==> config.mk <==
export PLATFORM = sky130hd
export DESIGN_NAME = store_bram_q_k_v
export DESIGN_NICKNAME = d
export VERILOG_FILES = /design/src/rtl/store_bram_q_k_v.sv
export SDC_FILE = /design/constraint.sdc
export NUM_CORES = 1
export LEC_CHECK = 0
export BUFFER_PORTS_ARGS = -buffer_cell sky130_fd_sc_hd__buf_4
export CAP_MARGIN = 0
export CELL_PAD_IN_SITES_DETAIL_PLACEMENT = 1
export CELL_PAD_IN_SITES_GLOBAL_PLACEMENT = 2
export CORE_MARGIN = 2
export CORE_UTILIZATION = 24
export DETAILED_ROUTE_END_ITERATION = 10
export HOLD_SLACK_MARGIN = 0.1
export PLACE_DENSITY_LB_ADDON = 0.1
export SYNTH_ARGS = -nofsm -noshare
export SYNTH_HDL_FRONTEND = slang
export SYNTH_SLANG_ARGS = --single-unit
export TNS_END_PERCENT = 30
==> constraint.sdc <==
create_clock -name clk -period 1.7 [get_ports clk]
set_input_delay 0.34 -clock clk [delete_from_list [all_inputs] [get_ports clk]]
set_output_delay 0.34 -clock clk [all_outputs]
set_load 0.02 [all_outputs]
==> src/rtl/store_bram_q_k_v.sv <==
// Streams one Q/K/V tile from a valid/ready producer into BRAM port A.
// Write port is registered; the address offset persists across tiles.
module store_bram_q_k_v #(
  parameter int ADDR_WIDTH       = 16,
  parameter int ORIGINAL_COLUMNS = 768,
  parameter int ORIGINAL_ROWS    = 512,
  parameter int NUM_BITS         = 8,
  parameter int DATA_WIDTH       = 256
) (
  input  logic                  clk,
  input  logic                  rst_n,
  input  logic                  start_store,
  input  logic                  reset_addr_counter,
  input  logic [2:0]            Buffer_Select,
  input  logic                  Tiles_Control,
  input  logic                  in_valid,
  input  logic [DATA_WIDTH-1:0] in_data,
  output logic                  in_ready,
  output logic                  ena,
  output logic                  wea,
  output logic [ADDR_WIDTH-1:0] addra,
  output logic [DATA_WIDTH-1:0] dina,
  output logic                  store_done,
  output logic                  sel_err
);

  localparam int WPR       = ORIGINAL_COLUMNS * NUM_BITS / DATA_WIDTH;
  localparam int BUF_WORDS = ORIGINAL_ROWS * WPR;
  localparam int SHORT_LEN = 32 * WPR;
  localparam int CW        = $clog2(BUF_WORDS);

  typedef enum logic [1:0] {
    IDLE,
    WRITE,
    DONE
  } state_t;

  state_t                  state;
  state_t                  state_nx;
  logic [CW-1:0]           offset;
  logic [CW-1:0]           beat;
  logic [CW-1:0]           last_beat;
  logic [ADDR_WIDTH-1:0]   base;
  logic [ADDR_WIDTH-1:0]   sel_base;
  logic                    sel_ok;
  logic                    tile_short;
  logic                    fire;
  logic                    last;
  logic                    accept;

  always_comb begin
    sel_ok   = 1'b1;
    sel_base = '0;
    unique case (1'b1)
      (Buffer_Select == 3'b011): sel_base = '0;
      (Buffer_Select == 3'b100): sel_base = ADDR_WIDTH'(BUF_WORDS);
      (Buffer_Select == 3'b101): sel_base = ADDR_WIDTH'(2 * BUF_WORDS);
      default:                   sel_ok   = 1'b0;
    endcase
  end

  // A clear cycle never accepts a beat, so the producer keeps it.
  assign in_ready  = (state == WRITE) && !reset_addr_counter;
  assign fire      = in_valid && in_ready;
  assign last_beat = tile_short ? CW'(SHORT_LEN - 1) : CW'(BUF_WORDS - 1);
  assign last      = fire && (beat == last_beat);
  assign accept    = (state == IDLE) && start_store && !reset_addr_counter;

  always_comb begin
    state_nx = state;
    if (reset_addr_counter) begin
      state_nx = IDLE;
    end else begin
      unique case (state)
        IDLE:    if (start_store && sel_ok) state_nx = WRITE;
        WRITE:   if (last) state_nx = DONE;
        DONE:    state_nx = IDLE;
        default: state_nx = IDLE;
      endcase
    end
  end

  always_ff @(posedge clk or negedge rst_n) begin
    if (!rst_n) begin
      state      <= IDLE;
      offset     <= '0;
      beat       <= '0;
      base       <= '0;
      tile_short <= 1'b0;
      ena        <= 1'b0;
      wea        <= 1'b0;
      addra      <= '0;
      dina       <= '0;
      store_done <= 1'b0;
      sel_err    <= 1'b0;
    end else begin
      state      <= state_nx;
      ena        <= fire;
      wea        <= fire;
      store_done <= last;
      sel_err    <= accept && !sel_ok;
      if (fire) begin
        addra  <= base + ADDR_WIDTH'(offset);
        dina   <= in_data;
        offset <= (offset == CW'(BUF_WORDS - 1)) ? '0 : offset + 1'b1;
        beat   <= beat + 1'b1;
      end
      if (reset_addr_counter) begin
        offset <= '0;
        beat   <= '0;
      end else if (accept && sel_ok) begin
        base       <= sel_base;
        tile_short <= Tiles_Control;
        beat       <= '0;
      end
    end
  end

endmodule

==> flow_summary_export.csv, run 1 <==
group,metric,value,unit
floorplan,coreArea,0.0500,mm^2
logic_synthesis,synthCells,1345,
logic_synthesis,synth.cell_area,0.0121,mm^2
placed_design,dp_cells,2556,
logic_synthesis,yosysWarnings,0,
sta,period_share,102,%
critical_path,path_cells,"buf_4, nand4bb_4, inv_8, nand3_2, or4_4, a21oi_2",
critical_path,max_stage_delay,0.49,ns
detailed_routing,first_pass_iters,4,
sta,worst_slew_pin_slew,0.533,ns
logic_synthesis,synth_edf_count,0,
detailed_routing,wl_met2,25700,um
logic_synthesis,synth.most_common_cell,"nand2_1",
detailed_routing,route.detailed.drc,0,
power,clockPowerShare,29.6,%
placed_design,port_buffers,541,
floorplan,initial_utilization,24.2,%
power,combPwrFrac,32.2,%
sta,rsz0062_at_grt,"true",
logic_synthesis,synth_cell_type_count,48,
power,power.density,1230,mW/mm^2
grt,grt_pass1_wl,81300,um
logic_synthesis,netlist_top_cells_area,"dfrtp_1 (64%), nand2_1 (26%), buf_2 (1.2%), xor2_1 (0.94%), clkbuf_1 (0.84%)",
clock_network,tritoncts,"done",
run_status,status,"complete, but fails checks",
clock_network,cts.root.buffer_cell,"clkbuf_16",
sta,hold_viol_final,0,
clock_network,clk_latency,0.54,ns
clock_network,numCtsBuffers,39,
worst_hold_path,min_path_type,"primary input to flip-flop",
power,netSwitchingPower,9.09,mW
grt,grt.total_usage,19.9,%
sta,holdWs,0.199,ns
detailed_routing,met1_length,21900,um
grt,grt_start_max_net_pins,100,
critical_path,arrival,2.18,ns
sta,fin_skew,0.0160,ns
logic_synthesis,syn_avg_cell_area,9.00,um^2
detailed_routing,routed.top_layer,"met5",
detailed_routing,avgViaCountPerCell,4.24,
detailed_routing,wirelength,52400,um
logic_synthesis,synth_top_cell_by_area,"dfrtp_1",
cells_and_area,area_delta_synth_final,76.7,%
clock_network,clk_pin_slew_worst_paths,0.06,ns
sta,setup_violations,3,
logic_synthesis,synth.net_count,1615,
sta,fin_ws,-0.0278,ns
sta,relSlewSlack,64.5,%
sta,finalMaxSlewViolations,0,
power,ir_drop,0.651,mV
power,seqPwrFrac,38.2,%
power,swShare,34.4,%
detailed_routing,ant_nets,0,
grt,grt_pass1_vias,13400,
grt,overflow,0,
logic_synthesis,synthTopCellsByCount,"nand2_1 (828), dfrtp_1 (309), buf_2 (28)",
clock_network,clockBufferDepth,3,
placed_design,post-dp-hpwl,37100,um
floorplan,die_y,229,um
sta,fmax,0.579,GHz
detailed_routing,vias,12300,
critical_path,cp_slowest_cell,"or4_4",
sta,post-route-min-period,1.73,ns
cells_and_area,drive_above_1_share,31.3,%
detailed_routing,drt_iter0_markers,463,
placed_design,place_congestion,0.789,
critical_path,critical_path_required,2.16,ns
floorplan,ios,542,
run,maxCapViolCount,0,
critical_path,critical_path_buf_inv_count,2,
clock_network,htree_num_levels,2,
logic_synthesis,synth_top_cell_area_share,63.9,%
logic_synthesis,synth-seq-area-share,63.9,%
clock_network,cts_sinks,309,
logic_synthesis,ys_ff_latch,309,
detailed_routing,routedWlPerCell,18.1,um
cells_and_area,nNetsFinal,2468,
detailed_routing,met3_length,3540,um
power,cellInternalPower,17.3,mW
critical_path,cp-start-kind,"flip-flop",
critical_path,end_kind,"flip-flop",
floorplan,die_x,229,um
run_status,violations,"setup timing",
cells_and_area,fin_cells,2899,
critical_path,crit_fanout,7,
logic_synthesis,ys.flop_type,"dfrtp_1",
floorplan,rows,82,
grt,antenna_found_initial,4,
floorplan,die_area,0.0523,mm^2
logic_synthesis,async_flop_share,100,%
critical_path,path_delay_family,"simple AND/OR/NAND/NOR gates",
critical_path,path_class,"flip-flop to flip-flop",
power,p_leak,11.4,nW
## timing repair
action	in CTS	in global routing
endpoints found under the setup margin	1	120
buffers inserted	9	4
pin swaps	2	4
cloned	0	1
hold buffers	259	0
resized for setup	14	26
endpoints found under the hold margin	536	0
## power by group through the flow
| stage | Sequential, mW | Clock [mW] | Combinational (mW) |
|---|---|---|---|
| floorplan | 12.2 | 0 | 1.40 |
| global placement | 10.1 | 0 | 7.95 |
| detailed placement | 10.2 | 0 | 8.04 |
| CTS | 10.1 | 8.20 | 8.58 |
| global route | 10.3 | 8.49 | 9.13 |
| finish | 10.1 | 7.83 | 8.50 |
## worst paths after layout
kind / startpoint / slack [ns] / to / depth (start not counted)
setup / recovery: state[1] / -0.03 / beat[10] / 6
hold / removal: Buffer_Select[0] / 0.20 / base[12] / 3
setup reg to reg: state[1] / -0.03 / beat[10] / 6
hold reg to reg: dina[43] / 0.47 / dina[43] / 2
max in group asynchronous: rst_n / 0.77 / dina[189] / 3
min in group asynchronous: rst_n / 0.23 / dina[16] / 2
## worst reg2reg max path, stage by stage (launching register included)
cell	delay (ns)
dfrtp_1	0.39
buf_4	0.14
nand4bb_4	0.23
inv_8	0.14
nand3_2	0.12
or4_4	0.49
a21oi_2	0.14
## cells by family after synthesis
| family | after synthesis | synth area share [%] |
|---|---|---|
| AND/OR/NAND/NOR | 893 | 29.0 |
| XOR/XNOR | 16 | 1.16 |
| adder cells (fa/ha/maj) | 5 | 0.579 |
| flip-flops | 309 | 63.9 |
| multiplexers | 2 | 0.176 |
| AO/OA/AOI/OAI | 48 | 2.62 |
| buffers and inverters | 72 | 2.63 |
## cell usage in the layout (no fill, tap or decap), types with 2 or more instances in the layout
master | Yosys | routed
a2111o_1 | 2 | 2
a21oi_1 | 15 | 12
a21oi_2 | 0 | 3
and2_1 | 2 | 2
and3_1 | 4 | 4
and3b_1 | 2 | 2
and4_1 | 5 | 5
buf_12 | 0 | 9
buf_16 | 0 | 3
buf_4 | 1 | 597
buf_6 | 1 | 11
clkbuf_1 | 27 | 15
clkbuf_16 | 0 | 39
clkbuf_8 | 0 | 5
clkinv_2 | 1 | 6
dfrtp_1 | 309 | 309
diode_2 | 0 | 3
dlygate4sd3_1 | 0 | 259
ha_1 | 4 | 3
inv_1 | 3 | 2
nand2_1 | 828 | 826
nand2_4 | 0 | 2
nand3_1 | 8 | 7
nand4_1 | 5 | 5
nor2_1 | 21 | 20
nor3b_1 | 2 | 2
o2111ai_1 | 4 | 4
o211ai_1 | 2 | 2
o21ai_0 | 13 | 11
o21ai_2 | 0 | 2
o31ai_1 | 4 | 3
or3_1 | 5 | 5
xnor2_1 | 3 | 3
xor2_1 | 13 | 13
## per-stage QoR
step	instance area (um^2)	TNS, ns	total power, mW	setup slack (ns)	util (%)
after detailed placement	17400	-0.0344	18.2	-0.0344	34.8
after CTS	21300	-0.0663	26.9	-0.0572	42.5
after global routing	21400	-1.16	28.0	-0.0899	42.8
final	21400	-0.0433	26.4	-0.0278	42.8
after floorplan	12100	0	13.6	0.0582	-
after global placement	17400	0	18.1	0.0332	34.8
## layer usage
| metal | global-route usage, % | vias to the layer above |
|---|---|---|
| met5 | 0 | - |
| met4 | 6.31 | 2 |
| met3 | 5.39 | 72 |
| met2 | 33.6 | 367 |
| met1 | 24.5 | 5981 |
| li1 | - | 5880 |
## state kept, by name, summed over array words and instances, names as in the netlist
signal	cells
state	2
offset	14
sel_err	1
beat	14
wea	1
dina	256
addra	16
store_done	1
base	3
tile_short	1
## cell type report
type / instances / area [um^2]
fillers: 5880 / 28600
multi-input cells: 964 / 4150
inverters: 4 / 22.5
clock buffers: 59 / 1100
flip-flops and latches: 309 / 7730
diodes: 3 / 7.51
well taps: 672 / 841
clock inverters: 8 / 68.8
repair buffers: 880 / 7480
(Power assumes the default switching activity.)
==> inputs of run 2 (changes only) <==
RECOVER_POWER = 50   (was default)
==> flow_summary_export.csv, run 2 (synthesis results as in run 1) <==
group,metric,value,unit
run_status,status,"complete, but fails checks",
run_status,violations,"setup timing",
critical_path,cp-start-kind,"flip-flop",
critical_path,path_cells,"buf_4, nand4bb_4, inv_8, nand3_2, or4_4, a21oi_2",
floorplan,die_x,229,um
grt,grt_start_max_net_pins,100,
run,maxCapViolCount,0,
cells_and_area,nNetsFinal,2468,
detailed_routing,avgViaCountPerCell,4.25,
sta,fmax,0.577,GHz
critical_path,arrival,2.19,ns
floorplan,die_y,229,um
sta,holdWs,0.199,ns
grt,antenna_found_initial,4,
detailed_routing,vias,12300,
worst_hold_path,min_path_type,"primary input to flip-flop",
cells_and_area,final_cell_mix,"nand2_1 (826), buf_4 (497), dfrtp_1 (309)",
sta,fin_skew,0.0164,ns
critical_path,ff2ff_setup_slack,-0.03,ns
placed_design,place_congestion,0.789,
power,p_leak,11.0,nW
power,ir_drop,0.654,mV
cells_and_area,final_util,42.0,%
detailed_routing,routedWlPerCell,18.1,um
critical_path,crit_fanout,7,
grt,overflow,0,
floorplan,initial_utilization,24.2,%
detailed_routing,ant_nets,0,
sta,tns,-0.0425,ns
sta,fin_ws,-0.0318,ns
grt,grt.total_usage,19.9,%
critical_path,path_class,"flip-flop to flip-flop",
floorplan,rows,82,
cells_and_area,final_common_cell,"nand2_1",
placed_design,post-dp-hpwl,37100,um
critical_path,max_stage_delay,0.49,ns
grt,grt_pass1_vias,13400,
sta,hold_viol_final,0,
cells_and_area,drive_above_1_share,27.0,%
clock_network,htree_num_levels,2,
critical_path,cp_slowest_cell,"or4_4",
placed_design,dp_slack,-0.0344,ns
clock_network,clk_pin_slew_worst_paths,0.06,ns
clock_network,cts_sinks,309,
detailed_routing,first_pass_iters,4,
clock_network,tritoncts,"done",
sta,post-route-min-period,1.73,ns
clock_network,numCtsBuffers,39,
floorplan,die_area,0.0523,mm^2
floorplan,ios,542,
cells_and_area,reg_top3,"dina (256), addra (16)",
sta,worst_slew_pin_slew,0.688,ns
sta,rsz0062_at_grt,"true",
cells_and_area,top_register,"dina",
sta,relSlewSlack,54.1,%
grt,grt_pass1_wl,81300,um
clock_network,clk_latency,0.54,ns
cells_and_area,area_delta_synth_final,73.2,%
placed_design,port_buffers,541,
detailed_routing,drt_iter0_markers,505,
clock_network,clockBufferDepth,3,
sta,period_share,102,%
clock_network,cts.root.buffer_cell,"clkbuf_16",
critical_path,critical_path_required,2.16,ns
detailed_routing,route.detailed.drc,0,
detailed_routing,wirelength,52500,um
critical_path,end_kind,"flip-flop",
floorplan,coreArea,0.0500,mm^2
sta,setup_violations,4,
cells_and_area,largest_reg_flops,256,
sta,finalMaxSlewViolations,0,
power,power.density,1230,mW/mm^2
==> run 2: final cells by class <==
cell class | count | area (um^2)
fill | 5941 | 29000
sequential | 309 | 7730
timing repair buffer | 880 | 7050
multi-input combinational | 964 | 4150
clock buffer | 59 | 1100
tap | 672 | 841
clock inverter | 8 | 68.8
inverter | 4 | 22.5
antenna | 3 | 7.51
==> run 2: critical path, delay by kind of cell (launching register included) <==
family	cells	cell delay, ns
AND/OR/NAND/NOR	3	0.84
flip-flops	1	0.39
buffers and inverters	2	0.28
AO/OA/AOI/OAI	1	0.14
==> run 2: worst paths after layout <==
check / cells past startpoint / end / startpoint
setup / recovery: 6 / beat[10] / state[1]
setup reg to reg: 6 / beat[10] / state[1]
hold reg to reg: 2 / dina[26] / dina[26]
min in group asynchronous: 2 / dina[16] / rst_n
hold / removal: 3 / base[12] / Buffer_Select[0]
max in group asynchronous: 4 / dina[55] / rst_n
==> run 2: per-stage QoR <==
step	power, mW	cells	cell area, um^2
after floorplan	13.6	1345	12100
after global placement	18.1	2556	17400
after detailed placement	18.2	2556	17400
after CTS	26.9	2891	21300
after global routing	27.4	2899	21000
final	25.9	2899	21000
==> run 2: where the power goes <==
part / leakage [nW] / internal, mW / switching [mW]
Sequential: 3.97 / 9.08 / 0.995
Combinational: 6.47 / 3.13 / 4.85
Clock: 0.576 / 4.60 / 3.24
Total: 11.0 / 16.8 / 9.08
==> run 2: what timing repair did <==
action	CTS	global route
hold endpoints to repair	536	0
cloned	0	1
setup endpoints to repair	1	120
setup buffers	9	4
resized for setup	14	26
pin swaps	2	4
hold buffers	259	0
==> run 2: routing by layer <==
layer / wire [um] / global-route usage (%) / vias to the layer above / part of all wire [%]
met5: 11 / 0 / - / 0.021
met4: 1430 / 6.31 / 2 / 2.7
met3: 3630 / 5.39 / 72 / 6.9
met2: 25600 / 33.6 / 377 / 49
met1: 21800 / 24.5 / 5980 / 42
li1: - / - / 5876 / -
